`config.mk`:
```
export PLATFORM = sky130hd
export DESIGN_NAME = gesture_score_engine
export DESIGN_NICKNAME = d
export VERILOG_FILES = /design/src/rtl/gesture_pkg.sv /design/src/rtl/score_rank_top2.sv /design/src/rtl/gesture_score_engine.sv
export SDC_FILE = /design/constraint.sdc
export NUM_CORES = 2
export LEC_CHECK = 0
export ABC_AREA = 0
export CAP_MARGIN = 20
export CORE_MARGIN = 3
export CORE_UTILIZATION = 45
export DETAILED_ROUTE_END_ITERATION = 8
export DONT_BUFFER_PORTS = 1
export PLACE_DENSITY = 0.56
export SLEW_MARGIN = 20
export SYNTH_ARGS = -nofsm -noshare
export SYNTH_HDL_FRONTEND = slang
export SYNTH_SLANG_ARGS = --single-unit
```
`constraint.sdc`:
```
create_clock -name clk -period 20.1 [get_ports clk]
set_input_delay 5.025 -clock clk [delete_from_list [all_inputs] [get_ports clk]]
set_output_delay 5.025 -clock clk [all_outputs]
set_load 0.1 [all_outputs]
```
`src/rtl/gesture_pkg.sv`:
```
// Shared definitions for the gesture scoring path.
// Holds the frame FSM state enum, a wide signed type used for overflow-free
// intermediate arithmetic, a saturating signed add, the margin clip and the
// class-index width helper.
package gesture_pkg;

    typedef enum logic [2:0] {
        ST_IDLE,
        ST_SCAN,
        ST_DRAIN,
        ST_RANK,
        ST_DECIDE
    } state_e;

    localparam int unsigned WIDE_BITS = 64;

    typedef logic signed [WIDE_BITS-1:0] wide_t;

    // Width of a class index; never narrower than one bit.
    function automatic int unsigned class_bits(input int unsigned n);
        return (n <= 1) ? 1 : $clog2(n);
    endfunction

    // a + b clamped to the signed range of a 'bits'-wide register.
    function automatic wide_t sat_add(input wide_t a, input wide_t b, input int unsigned bits);
        wide_t sum;
        wide_t hi;
        wide_t lo;
        sum = a + b;
        hi  = (wide_t'(1) <<< (bits - 1)) - wide_t'(1);
        lo  = -hi - wide_t'(1);
        if (sum > hi) begin
            return hi;
        end
        if (sum < lo) begin
            return lo;
        end
        return sum;
    endfunction

    // Best-minus-second margin squeezed into 8 bits.
    function automatic logic [7:0] clip_margin(input wide_t m);
        if (m < 0) begin
            return 8'd0;
        end
        if (m > 255) begin
            return 8'd255;
        end
        return m[7:0];
    endfunction

endpackage

```
`src/rtl/score_rank_top2.sv`:
```
// Sequential best / second-best tracker.
// Scores are presented one per cycle with valid_i; clear_i restarts a ranking.
// A score only displaces the current best when strictly greater, so with
// classes visited in ascending order ties resolve to the lower index.
// Ports: clk, rst (async, active-high), clear_i, valid_i, idx_i, score_i,
//        best_idx_o, best_score_o, second_score_o.
module score_rank_top2 #(
    parameter int unsigned SCORE_BITS = 24,
    parameter int unsigned CLASS_BITS = 2
) (
    input  logic                         clk,
    input  logic                         rst,
    input  logic                         clear_i,
    input  logic                         valid_i,
    input  logic [CLASS_BITS-1:0]        idx_i,
    input  logic signed [SCORE_BITS-1:0] score_i,
    output logic [CLASS_BITS-1:0]        best_idx_o,
    output logic signed [SCORE_BITS-1:0] best_score_o,
    output logic signed [SCORE_BITS-1:0] second_score_o
);

    logic signed [SCORE_BITS-1:0] best_q;
    logic signed [SCORE_BITS-1:0] second_q;
    logic [CLASS_BITS-1:0]        best_idx_q;
    logic                         have_best_q;
    logic                         have_second_q;

    always_ff @(posedge clk or posedge rst) begin
        if (rst) begin
            best_q        <= '0;
            second_q      <= '0;
            best_idx_q    <= '0;
            have_best_q   <= 1'b0;
            have_second_q <= 1'b0;
        end else if (clear_i) begin
            best_q        <= '0;
            second_q      <= '0;
            best_idx_q    <= '0;
            have_best_q   <= 1'b0;
            have_second_q <= 1'b0;
        end else if (valid_i) begin
            if (!have_best_q || (score_i > best_q)) begin
                // Old best slides down to second place.
                second_q      <= best_q;
                have_second_q <= have_best_q;
                best_q        <= score_i;
                best_idx_q    <= idx_i;
                have_best_q   <= 1'b1;
            end else if (!have_second_q || (score_i > second_q)) begin
                second_q      <= score_i;
                have_second_q <= 1'b1;
            end
        end
    end

    assign best_idx_o     = best_idx_q;
    assign best_score_o   = best_q;
    assign second_score_o = second_q;

endmodule

```
`src/rtl/gesture_score_engine.sv`:
```
// Frame classifier: scans the time-surface once per frame, accumulates a
// saturating multi-class MAC and energy sum, ranks the classes, gates the
// winner on energy and margin and applies multi-frame hysteresis.
// Ports: clk, rst (async, active-high); frame_src_ext/frame_trigger select and
//        provide the frame start; ts_read_*/w_* form the surface and weight
//        read port; busy/frame_overrun report frame status; result_* and
//        gesture_* report the classification; dbg_* expose the last frame.
module gesture_score_engine
    import gesture_pkg::*;
#(
    parameter int unsigned CLK_FREQ_HZ     = 12_000_000,
    parameter int unsigned FRAME_PERIOD_MS = 10,
    parameter int unsigned GRID_SIZE       = 32,
    parameter int unsigned ADDR_BITS       = 10,
    parameter int unsigned VALUE_BITS      = 8,
    parameter int unsigned WEIGHT_BITS     = 8,
    parameter int unsigned SCORE_BITS      = 24,
    parameter int unsigned NUM_CLASSES     = 4,
    parameter int unsigned CLASS_BITS      = class_bits(NUM_CLASSES),
    parameter int unsigned READ_LATENCY    = 2,
    parameter int unsigned MIN_ENERGY      = 100,
    parameter int unsigned MIN_MARGIN      = 0,
    parameter int unsigned STABLE_FRAMES   = 2
) (
    input  logic                               clk,
    input  logic                               rst,
    input  logic                               frame_src_ext,
    input  logic                               frame_trigger,
    output logic [ADDR_BITS-1:0]               ts_read_addr,
    output logic                               ts_read_enable,
    input  logic [VALUE_BITS-1:0]              ts_read_value,
    output logic [ADDR_BITS-1:0]               w_addr,
    input  logic [NUM_CLASSES*WEIGHT_BITS-1:0] w_data_flat,
    output logic                               busy,
    output logic                               frame_overrun,
    output logic                               result_valid,
    output logic [CLASS_BITS-1:0]              result_class,
    output logic [7:0]                         result_margin,
    output logic                               gesture_valid,
    output logic [CLASS_BITS-1:0]              gesture_class,
    output logic [7:0]                         gesture_confidence,
    output logic [SCORE_BITS-1:0]              dbg_energy,
    output logic [NUM_CLASSES*SCORE_BITS-1:0]  dbg_scores_flat
);

    localparam int unsigned NUM_CELLS    = GRID_SIZE * GRID_SIZE;
    localparam int unsigned TIMER_PERIOD = (CLK_FREQ_HZ / 1000) * FRAME_PERIOD_MS;
    localparam int unsigned TIMER_BITS   = $clog2(TIMER_PERIOD + 1);
    localparam int unsigned DRAIN_BITS   = $clog2(READ_LATENCY + 1);
    localparam int unsigned STREAK_BITS  = $clog2(STABLE_FRAMES + 1);

    localparam logic [ADDR_BITS-1:0]   LAST_ADDR  = ADDR_BITS'(NUM_CELLS - 1);
    localparam logic [CLASS_BITS-1:0]  LAST_CLASS = CLASS_BITS'(NUM_CLASSES - 1);
    localparam logic [STREAK_BITS-1:0] STABLE_N   = STREAK_BITS'(STABLE_FRAMES);

    // FSM and datapath registers
    state_e                        state_q, state_d;
    logic [ADDR_BITS-1:0]          addr_q, addr_d;
    logic                          en_q, en_d;
    logic                          busy_q, busy_d;
    logic [DRAIN_BITS-1:0]         drain_q, drain_d;
    logic [CLASS_BITS-1:0]         rank_idx_q, rank_idx_d;
    logic                          src_sel_q, src_sel_d;
    logic                          overrun_q, overrun_d;
    logic                          rv_q, rv_d;
    logic [CLASS_BITS-1:0]         rcls_q, rcls_d;
    logic [7:0]                    rmargin_q, rmargin_d;
    logic                          gv_q, gv_d;
    logic [CLASS_BITS-1:0]         gcls_q, gcls_d;
    logic [7:0]                    gconf_q, gconf_d;
    logic [SCORE_BITS-1:0]         energy_dbg_q, energy_dbg_d;
    logic [NUM_CLASSES*SCORE_BITS-1:0] scores_dbg_q, scores_dbg_d;
    logic [STREAK_BITS-1:0]        streak_q, streak_d;
    logic [CLASS_BITS-1:0]         last_class_q, last_class_d;

    logic [TIMER_BITS-1:0]         tmr_q;
    logic [READ_LATENCY-1:0]       vld_q;
    logic signed [SCORE_BITS-1:0]  energy_q;

    logic                          tick_c;
    logic                          use_ext_c;
    logic                          trig_c;
    logic                          start_c;
    logic signed [VALUE_BITS:0]    val_s;
    logic signed [SCORE_BITS-1:0]  score_c [NUM_CLASSES];
    logic signed [SCORE_BITS-1:0]  rank_score_c;
    logic [CLASS_BITS-1:0]         best_idx_c;
    logic signed [SCORE_BITS-1:0]  best_score_c;
    logic signed [SCORE_BITS-1:0]  second_score_c;
    wide_t                         margin_c;
    logic                          accept_c;
    logic                          same_c;

    // Free-running frame timer, independent of the FSM
    assign tick_c = (tmr_q == TIMER_BITS'(TIMER_PERIOD - 1));

    always_ff @(posedge clk or posedge rst) begin
        if (rst) begin
            tmr_q <= '0;
        end else if (tick_c) begin
            tmr_q <= '0;
        end else begin
            tmr_q <= tmr_q + TIMER_BITS'(1);
        end
    end

    // Source selection is re-read only while idle; mid-frame the latched choice
    // decides which trigger counts as an overrun.
    assign use_ext_c = (state_q == ST_IDLE) ? frame_src_ext : src_sel_q;
    assign trig_c    = use_ext_c ? frame_trigger : tick_c;
    assign start_c   = (state_q == ST_IDLE) && trig_c;

    // Marks which cycles carry a returned sample
    always_ff @(posedge clk or posedge rst) begin
        if (rst) begin
            vld_q <= '0;
        end else begin
            vld_q[0] <= en_q;
            for (int i = 1; i < int'(READ_LATENCY); i++) begin
                vld_q[i] <= vld_q[i-1];
            end
        end
    end

    assign val_s = {1'b0, ts_read_value};

    // Energy accumulator
    always_ff @(posedge clk or posedge rst) begin
        if (rst) begin
            energy_q <= '0;
        end else if (start_c) begin
            energy_q <= '0;
        end else if (vld_q[READ_LATENCY-1]) begin
            energy_q <= SCORE_BITS'(sat_add(wide_t'(energy_q), wide_t'(val_s), SCORE_BITS));
        end
    end

    // One saturating MAC lane per class
    for (genvar c = 0; c < int'(NUM_CLASSES); c++) begin : g_lane
        logic signed [WEIGHT_BITS-1:0] w_s;
        logic signed [SCORE_BITS-1:0]  acc_q;
        wide_t                         prod_c;

        assign w_s    = w_data_flat[c*WEIGHT_BITS +: WEIGHT_BITS];
        assign prod_c = wide_t'(val_s) * wide_t'(w_s);

        always_ff @(posedge clk or posedge rst) begin
            if (rst) begin
                acc_q <= '0;
            end else if (start_c) begin
                acc_q <= '0;
            end else if (vld_q[READ_LATENCY-1]) begin
                acc_q <= SCORE_BITS'(sat_add(wide_t'(acc_q), prod_c, SCORE_BITS));
            end
        end

        assign score_c[c] = acc_q;
    end

    // Score of the class currently being ranked
    always_comb begin
        rank_score_c = '0;
        for (int i = 0; i < int'(NUM_CLASSES); i++) begin
            if (rank_idx_q == CLASS_BITS'(i)) begin
                rank_score_c = score_c[i];
            end
        end
    end

    score_rank_top2 #(
        .SCORE_BITS (SCORE_BITS),
        .CLASS_BITS (CLASS_BITS)
    ) u_rank (
        .clk            (clk),
        .rst            (rst),
        .clear_i        (start_c),
        .valid_i        (state_q == ST_RANK),
        .idx_i          (rank_idx_q),
        .score_i        (rank_score_c),
        .best_idx_o     (best_idx_c),
        .best_score_o   (best_score_c),
        .second_score_o (second_score_c)
    );

    assign margin_c = wide_t'(best_score_c) - wide_t'(second_score_c);
    assign accept_c = (wide_t'(energy_q) >= wide_t'(MIN_ENERGY)) &&
                      (margin_c >= wide_t'(MIN_MARGIN));
    // Streak continues only if the previous accepted frame chose the same class
    assign same_c   = (streak_q != '0) && (best_idx_c == last_class_q);

    // Next-state and registered-output logic
    always_comb begin
        state_d      = state_q;
        addr_d       = addr_q;
        en_d         = 1'b0;
        busy_d       = busy_q;
        drain_d      = drain_q;
        rank_idx_d   = rank_idx_q;
        src_sel_d    = src_sel_q;
        overrun_d    = 1'b0;
        rv_d         = 1'b0;
        rcls_d       = rcls_q;
        rmargin_d    = rmargin_q;
        gv_d         = 1'b0;
        gcls_d       = gcls_q;
        gconf_d      = gconf_q;
        energy_dbg_d = energy_dbg_q;
        scores_dbg_d = scores_dbg_q;
        streak_d     = streak_q;
        last_class_d = last_class_q;

        if ((state_q != ST_IDLE) && trig_c) begin
            overrun_d = 1'b1;
        end

        case (state_q)
            ST_IDLE: begin
                src_sel_d = frame_src_ext;
                if (trig_c) begin
                    state_d = ST_SCAN;
                    addr_d  = '0;
                    en_d    = 1'b1;
                    busy_d  = 1'b1;
                end
            end
            ST_SCAN: begin
                if (addr_q == LAST_ADDR) begin
                    state_d = ST_DRAIN;
                    drain_d = '0;
                end else begin
                    addr_d = addr_q + ADDR_BITS'(1);
                    en_d   = 1'b1;
                end
            end
            ST_DRAIN: begin
                // Last sample lands READ_LATENCY cycles after the final address
                if (drain_q == DRAIN_BITS'(READ_LATENCY)) begin
                    state_d    = ST_RANK;
                    rank_idx_d = '0;
                end else begin
                    drain_d = drain_q + DRAIN_BITS'(1);
                end
            end
            ST_RANK: begin
                if (rank_idx_q == LAST_CLASS) begin
                    state_d = ST_DECIDE;
                end else begin
                    rank_idx_d = rank_idx_q + CLASS_BITS'(1);
                end
            end
            ST_DECIDE: begin
                state_d      = ST_IDLE;
                busy_d       = 1'b0;
                rv_d         = 1'b1;
                rcls_d       = best_idx_c;
                rmargin_d    = clip_margin(margin_c);
                energy_dbg_d = energy_q;
                for (int i = 0; i < int'(NUM_CLASSES); i++) begin
                    scores_dbg_d[i*SCORE_BITS +: SCORE_BITS] = score_c[i];
                end
                if (accept_c) begin
                    last_class_d = best_idx_c;
                    if (same_c) begin
                        streak_d = (streak_q >= STABLE_N) ? streak_q : streak_q + STREAK_BITS'(1);
                    end else begin
                        streak_d = STREAK_BITS'(1);
                    end
                    // Fire once on reaching the threshold; a threshold of one fires every frame
                    if ((streak_d == STABLE_N) && ((STABLE_FRAMES == 1) || (streak_q != STABLE_N))) begin
                        gv_d    = 1'b1;
                        gcls_d  = best_idx_c;
                        gconf_d = clip_margin(margin_c);
                    end
                end else begin
                    streak_d = '0;
                end
            end
            default: begin
                state_d = ST_IDLE;
                busy_d  = 1'b0;
            end
        endcase
    end

    always_ff @(posedge clk or posedge rst) begin
        if (rst) begin
            state_q      <= ST_IDLE;
            addr_q       <= '0;
            en_q         <= 1'b0;
            busy_q       <= 1'b0;
            drain_q      <= '0;
            rank_idx_q   <= '0;
            src_sel_q    <= 1'b0;
            overrun_q    <= 1'b0;
            rv_q         <= 1'b0;
            rcls_q       <= '0;
            rmargin_q    <= '0;
            gv_q         <= 1'b0;
            gcls_q       <= '0;
            gconf_q      <= '0;
            energy_dbg_q <= '0;
            scores_dbg_q <= '0;
            streak_q     <= '0;
            last_class_q <= '0;
        end else begin
            state_q      <= state_d;
            addr_q       <= addr_d;
            en_q         <= en_d;
            busy_q       <= busy_d;
            drain_q      <= drain_d;
            rank_idx_q   <= rank_idx_d;
            src_sel_q    <= src_sel_d;
            overrun_q    <= overrun_d;
            rv_q         <= rv_d;
            rcls_q       <= rcls_d;
            rmargin_q    <= rmargin_d;
            gv_q         <= gv_d;
            gcls_q       <= gcls_d;
            gconf_q      <= gconf_d;
            energy_dbg_q <= energy_dbg_d;
            scores_dbg_q <= scores_dbg_d;
            streak_q     <= streak_d;
            last_class_q <= last_class_d;
        end
    end

    assign ts_read_addr       = addr_q;
    assign w_addr             = addr_q;
    assign ts_read_enable     = en_q;
    assign busy               = busy_q;
    assign frame_overrun      = overrun_q;
    assign result_valid       = rv_q;
    assign result_class       = rcls_q;
    assign result_margin      = rmargin_q;
    assign gesture_valid      = gv_q;
    assign gesture_class      = gcls_q;
    assign gesture_confidence = gconf_q;
    assign dbg_energy         = energy_dbg_q;
    assign dbg_scores_flat    = scores_dbg_q;

endmodule

```
* Word level (Yosys, flattened, before mapping)
Index checks and enable logic that the tools add are counted.
** Storage, ports and cells
- Register bits after elaboration :: 358
- Input port bits :: 44
- Output and inout bits :: 165
- Word-level logic and storage cells :: 249
** Operators by class
- Add/subtract/negate cells :: 11
- $mul :: 4
- $lt $le $gt $ge :: 17
- Equal/unequal tests :: 20
- Muxes and demuxes :: 136
- Bitwise gates (word level) :: 1
- Reductions and logical operators :: 30
** Operators with widths (count)
- 2-to-1 mux 24 bit :: 41
- greater-than comparator 25 x 24 -> 1 bit (second input constant) :: 5
- less-than comparator 25 x 24 -> 1 bit (second input constant) :: 5
- adder 24 x 17 -> 25 bit :: 4
- multiplier 9 x 8 -> 17 bit :: 4
- 2-to-1 mux 1 bit :: 64
- greater-than comparator 24 bit :: 2
- 2-to-1 mux 8 bit :: 6
- adder 24 x 9 -> 25 bit :: 1
- greater-or-equal comparator 25 x 1 -> 1 bit (second input constant) :: 1
- greater-than comparator 25 x 9 -> 1 bit (second input constant) :: 1
- less-than comparator 25 x 1 -> 1 bit (second input constant) :: 1
- subtractor 24 x 24 -> 25 bit :: 1
- greater-or-equal comparator 24 x 8 -> 1 bit (second input constant) :: 1
- 2-to-1 mux 2 bit :: 12
- 2-to-1 mux 10 bit :: 2
- one-hot mux 10 bit (2 select lines) :: 1
- adder 17 x 1 -> 17 bit (second input constant) :: 1
- == test 17 bit (second input constant) :: 1
- 2-to-1 mux 17 bit :: 1
- inequality test 2 bit (second input constant) :: 8
- nonzero test 2 bit :: 7
- 2-to-1 mux 3 bit :: 4
- one-hot mux 3 bit (4 select lines) :: 1
- other kinds (23) :: 44

* Longest topological paths before layout
- Word-level depth :: 16
- Gate-level depth with buffers :: 23

* Cells and area by module
From an unflattened synthesis, not the netlist that was laid out.
** Unflattened totals
- Cell total of the unflattened synthesis :: 3560
- Area, all modules :: 32277.2 um2
** Modules (own cells, without submodules)
- gesture_score_engine :: instances 1, cells an instance 3191, area each 28539.9 um2, seq. area each 7657.3 um2
- score_rank_top2 :: instances 1, cells an instance 369, area each 3737.3 um2, seq. area each 1301.2 um2

* Least setup slack after synthesis
No wires, ideal clock.
- Kind :: input-to-reg
- Start :: input ts_read_value[1]
- End :: register g_lane[0].acc_q[10]
- Library setup time :: 126 ps
- Arrival :: 10360 ps
- Required time :: 19974 ps
- Path slack :: 9614 ps
- Cell stages on the path :: 19
- Path through :: clkbuf_1 nand2_1 fa_1 fa_1 inv_1 fa_1 fa_1 fa_1 ha_1 o21ai_1 o21ai_1 a31oi_4 o31ai_2 a311o_1 a221oi_4 xor2_4 a21oi_2 buf_6 a221o_1
** Between the ends
- Word-level cells in the longest chain between the ends :: 11
- Elaborated cells on any way between the ends :: 16
- Classes of those cells :: add/sub (1); mul (1); order compare (2); mux (12)
** Ends and longest elaborated chain
- from (decl) :: RTL line gesture_score_engine.sv:31 : input logic [VALUE_BITS-1:0] ts_read_value,
- multiplier 9 x 8 -> 17 bit (*) :: RTL line gesture_score_engine.sv:145 : assign prod_c = wide_t'(val_s) * wide_t'(w_s);
- adder 24 x 17 -> 25 bit (*) :: RTL line gesture_pkg.sv:29 : sum = a + b;
- less-than comparator 25 x 24 -> 1 bit :: RTL line gesture_pkg.sv:35 : if (sum < lo) begin
- 2-to-1 mux 1 bit (2 in a row) :: RTL line gesture_pkg.sv:35
- 2-to-1 mux 1 bit :: RTL line gesture_score_engine.sv:152 : end else if (vld_q[READ_LATENCY-1]) begin
- 2-to-1 mux 1 bit :: RTL line gesture_score_engine.sv:150 : end else if (start_c) begin
- 2-to-1 mux 24 bit :: RTL line gesture_pkg.sv:38 : return sum;
- 2-to-1 mux 24 bit (*) :: RTL line gesture_pkg.sv:35
- 2-to-1 mux 24 bit (*) :: RTL line gesture_score_engine.sv:152
- 2-to-1 mux 24 bit (*) :: RTL line gesture_score_engine.sv:150
- to (signal assigned) :: RTL line gesture_score_engine.sv:153 : acc_q <= SCORE_BITS'(sat_add(wide_t'(acc_q), prod_c, SCORE_BITS));
- to (decl) :: RTL line gesture_score_engine.sv:141 : logic signed [SCORE_BITS-1:0] acc_q;
Every way passes the cells marked *; elsewhere a longest branch is shown, timed or not. The select of a mux whose other input is x is not followed.
A chain may end at the register's enable or synchronous reset.

* Worst setup path in the final report
- Start :: input ts_read_value[0]
- End :: register g_lane[2].acc_q[13]
** Between the ends
- Word-level cells in the longest chain between the ends :: 11
- Elaborated cells on any way between the ends :: 16
- Classes of those cells :: add/sub (1); mul (1); order compare (2); mux (12)
** Ends and longest elaborated chain (RTL line)
- multiplier 9 x 8 -> 17 bit (*) :: gesture_score_engine.sv:145
- adder 24 x 17 -> 25 bit (*) :: gesture_pkg.sv:29
- less-than comparator 25 x 24 -> 1 bit :: gesture_pkg.sv:35
- 2-to-1 mux 1 bit (2 in a row) :: gesture_pkg.sv:35
- 2-to-1 mux 1 bit :: gesture_score_engine.sv:152
- 2-to-1 mux 1 bit :: gesture_score_engine.sv:150
- 2-to-1 mux 24 bit :: gesture_pkg.sv:38
- 2-to-1 mux 24 bit (*) :: gesture_pkg.sv:35
- 2-to-1 mux 24 bit (*) :: gesture_score_engine.sv:152
- 2-to-1 mux 24 bit (*) :: gesture_score_engine.sv:150
- to (signal assigned) :: gesture_score_engine.sv:153
- to (decl) :: gesture_score_engine.sv:141
Marked as above.

==> results.ini <==
[timing]
drv_slew=0
finalHoldViolations=0
setup_tns_ns=0
period_needed_ns=10.30
setup_ws_ns=9.805
skew_ns=0.06160
tightest_slew_ns=1.036
fmax_mhz=97.13
slew-limit-headroom=0.3042
setup_viol=0
rsz0062_at_grt=no
fin_crit_sh=0.5122

[drt]
drt_iter0_drc=1660
antenna_left=0
drt_first_pass_iters=7
avgRoutedWirePerCell_um=20.51
avgViaCountPerCell=5.640
route.detailed.drc=0
wl_mm=89.30
vias=24560

[global_routing]
grt-ovfl-total=0
grt_pass1_wl_mm=143.3
grt_pass1_vias=25150
track_usage=0.2459
antenna_found_initial=4
grt_max_degree=106

[status]
status=complete, no violations

[synthesis]
synth_edf_count=0
syn_avg_cell_area_um2=9.068
ys_seq_area_frac=0.2858
ys_warn_count=0
synth_top_area_share=0.2858
syn_nets=4116
ys_types=81
synthesis.area_mm2=0.03135
synth_area_leaders=dfrtp_1, ha_1, fa_1
syn_inst=3457
ys.flop_type=dfrtp_1
yosys.area.top_type=dfrtp_1
synthArstFlopShare=1.000
synth_seq_cells=358

[worst_setup_path]
worst_path_largest_cell_delay_ns=0.78
crit_top_cell=fa_1
rr_worst_depth=21
path_max_fanout=34
path_delay_family=adder cells
reg2reg_to=g_lane[2].acc_q[22]
cp-endpoint=g_lane[2].acc_q[13]
crit_start=ts_read_value[0]
startpoint_type=input port
crit_type=in2reg
r2r_setup_slack_ns=13.91
crit_chain=nand2b_1 -> fa_1 -> fa_1 -> inv_1 -> fa_1 -> fa_1 -> fa_1 -> ha_1 -> o211a_1 -> o31ai_1 -> a21oi_1 -> a311oi_2 -> o31ai_1 -> a21oi_1 -> xnor2_1 -> a21oi_2 -> a221o_1
cp-end-kind=flop
critical_path_buf_inv_count=1
r2r_start=g_lane[2].acc_q[4]
cp.arrival_ns=10.80
slowest_stage=a21oi_2
cp_num_cells=17
critPathRequiredTime_ns=20.60

[floorplan]
core_area_mm2=0.06883
die_w_um=269.9
num_rows=96
ios=209
dieArea_mm2=0.07287
start_util=0.4555
die_h_um=269.9

[place]
port_buffers=0
place.gp.congestion=0.8748
post-place-ws_ns=9.125
dp_cells=4264
dp_hpwl_mm=69.06

[run]
maxCapViolCount=0

[clocking]
clk_pin_slew_ns=0.06
clock_latency_ns=0.62
cts_resized=0
numClockSinks=358
cts_hold_buf=0
htreeDepth=2
cts_tree=yes
root_buffer=clkbuf_16
post_cts_buffers=0
clock_path_buffers=3
cts_buffers=46

[layout]
final_nets=4044
area_growth_syn_to_layout_pct=8.066
utilization=0.4922
fin_cells=4354
drive_gt1_frac=0.04649

[min_path]
hold_path.class=reg2reg

==> sequential cells by signal, indices dropped and copies added (netlist names), 2 cells and up <==
register and count:
dbg_scores_flat 96, g_lane.acc_q 96, dbg_energy 24, energy_q 24, u_rank.best_score_o 24, u_rank.second_score_o 24, tmr_q 17, ts_read_addr 10
gesture_confidence 8, result_margin 8, state_q 3, drain_q 2, gesture_class 2, last_class_q 2, rank_idx_q 2, result_class 2
streak_q 2, u_rank.best_idx_o 2, vld_q 2
==> layout make-up <==
type / count / area (µm²)
flip-flops and latches: 358 / 8971
inverters: 369 / 1394
diodes: 3 / 7.507
fillers: 6542 / 34950
well taps: 931 / 1165
clock inverters: 22 / 356.6
repair buffers: 28 / 234.0
clock buffers: 61 / 1308
multi-input cells: 2582 / 20440
==> layer usage <==
layer | track usage | up-vias | share of wire
met2 | 0.3971 | 590 | 0.46
met1 | 0.3347 | 12220 | 0.45
met3 | 0.04015 | 139 | 0.053
li1 | - | 11600 | -
met4 | 0.08850 | 2 | 0.038
met5 | 0 | - | 0.00013
==> cell usage in the layout (no fill, tap or decap), types with 26 or more instances in the layout <==
master	instances
and2_1	126
a221o_1	73
xnor2_1	71
nor3_1	39
dfrtp_1	348
fa_1	214
clkbuf_16	46
a21o_1	70
inv_1	367
a21oi_1	225
ha_1	401
a22o_1	32
buf_4	26
nor2_1	174
o31ai_1	32
o21ai_0	147
nand2_1	571
nand3_1	36
xor2_1	37
==> worst min-delay path by stage <==
stage / from / end / slack [ns] / cells after the start
final: vld_q[0] / vld_q[1] / 0.35 / 0
after global routing: vld_q[0] / vld_q[1] / 0.35 / 0
after CTS: vld_q[0] / vld_q[1] / 0.35 / 0
after detailed placement: vld_q[0] / vld_q[1] / 0.34 / 0
after global placement: vld_q[0] / vld_q[1] / 0.34 / 0
after floorplan: vld_q[0] / vld_q[1] / 0.33 / 0
==> synth_stat cells (6+ instances only) <==
library cell,number
o21bai_1,21
nor2_1,175
o21ai_1,17
inv_1,369
buf_4,10
xor2_1,37
o21a_1,20
nand3b_1,8
nor3_1,39
mux2_2,8
a21o_1,70
a21oi_1,226
nand4_1,23
o31ai_1,32
nand2b_1,21
buf_1,15
nor2b_1,17
or3_1,12
xnor2_1,71
nor4_1,11
and3_1,22
a311oi_1,6
dfrtp_1,358
a211oi_1,14
o21ai_0,147
fa_1,214
buf_2,13
and2_1,127
o211ai_1,11
ha_1,401
o22a_1,9
nand2_1,572
nand3_1,36
a31oi_1,19
a22o_1,32
clkbuf_1,109
a221o_1,73
maj3_1,6
==> per-stage QoR <==
step	instance area (µm²)	hold WS (ns)
final	33880	0.3475
after detailed placement	32150	0.3435
after global routing	33870	0.3499
after floorplan	31350	0.3312
after CTS	33810	0.3509
after global placement	32150	0.3411
==> worst register-to-register path: cells and delay by family (launching register included) <==
kind,cells,cell delay [ns]
AND/OR/NAND/NOR,1,0.23
AO/OA/AOI/OAI,7,1.87
flip-flops,1,0.46
buffers and inverters,5,0.32
XOR/XNOR,1,0.52
adder cells (fa/ha/maj),7,2.64
==> cells by family after synthesis <==
group / share of synthesized area
buffers and inverters: 0.06386
adder cells (fa/ha/maj): 0.2986
flip-flops: 0.2858
multiplexers: 0.004550
AO/OA/AOI/OAI: 0.1600
XOR/XNOR: 0.03157
AND/OR/NAND/NOR: 0.1556
Power is not shown: default switching activity piles up to over one toggle a cycle in this logic, so the estimate is an artifact.
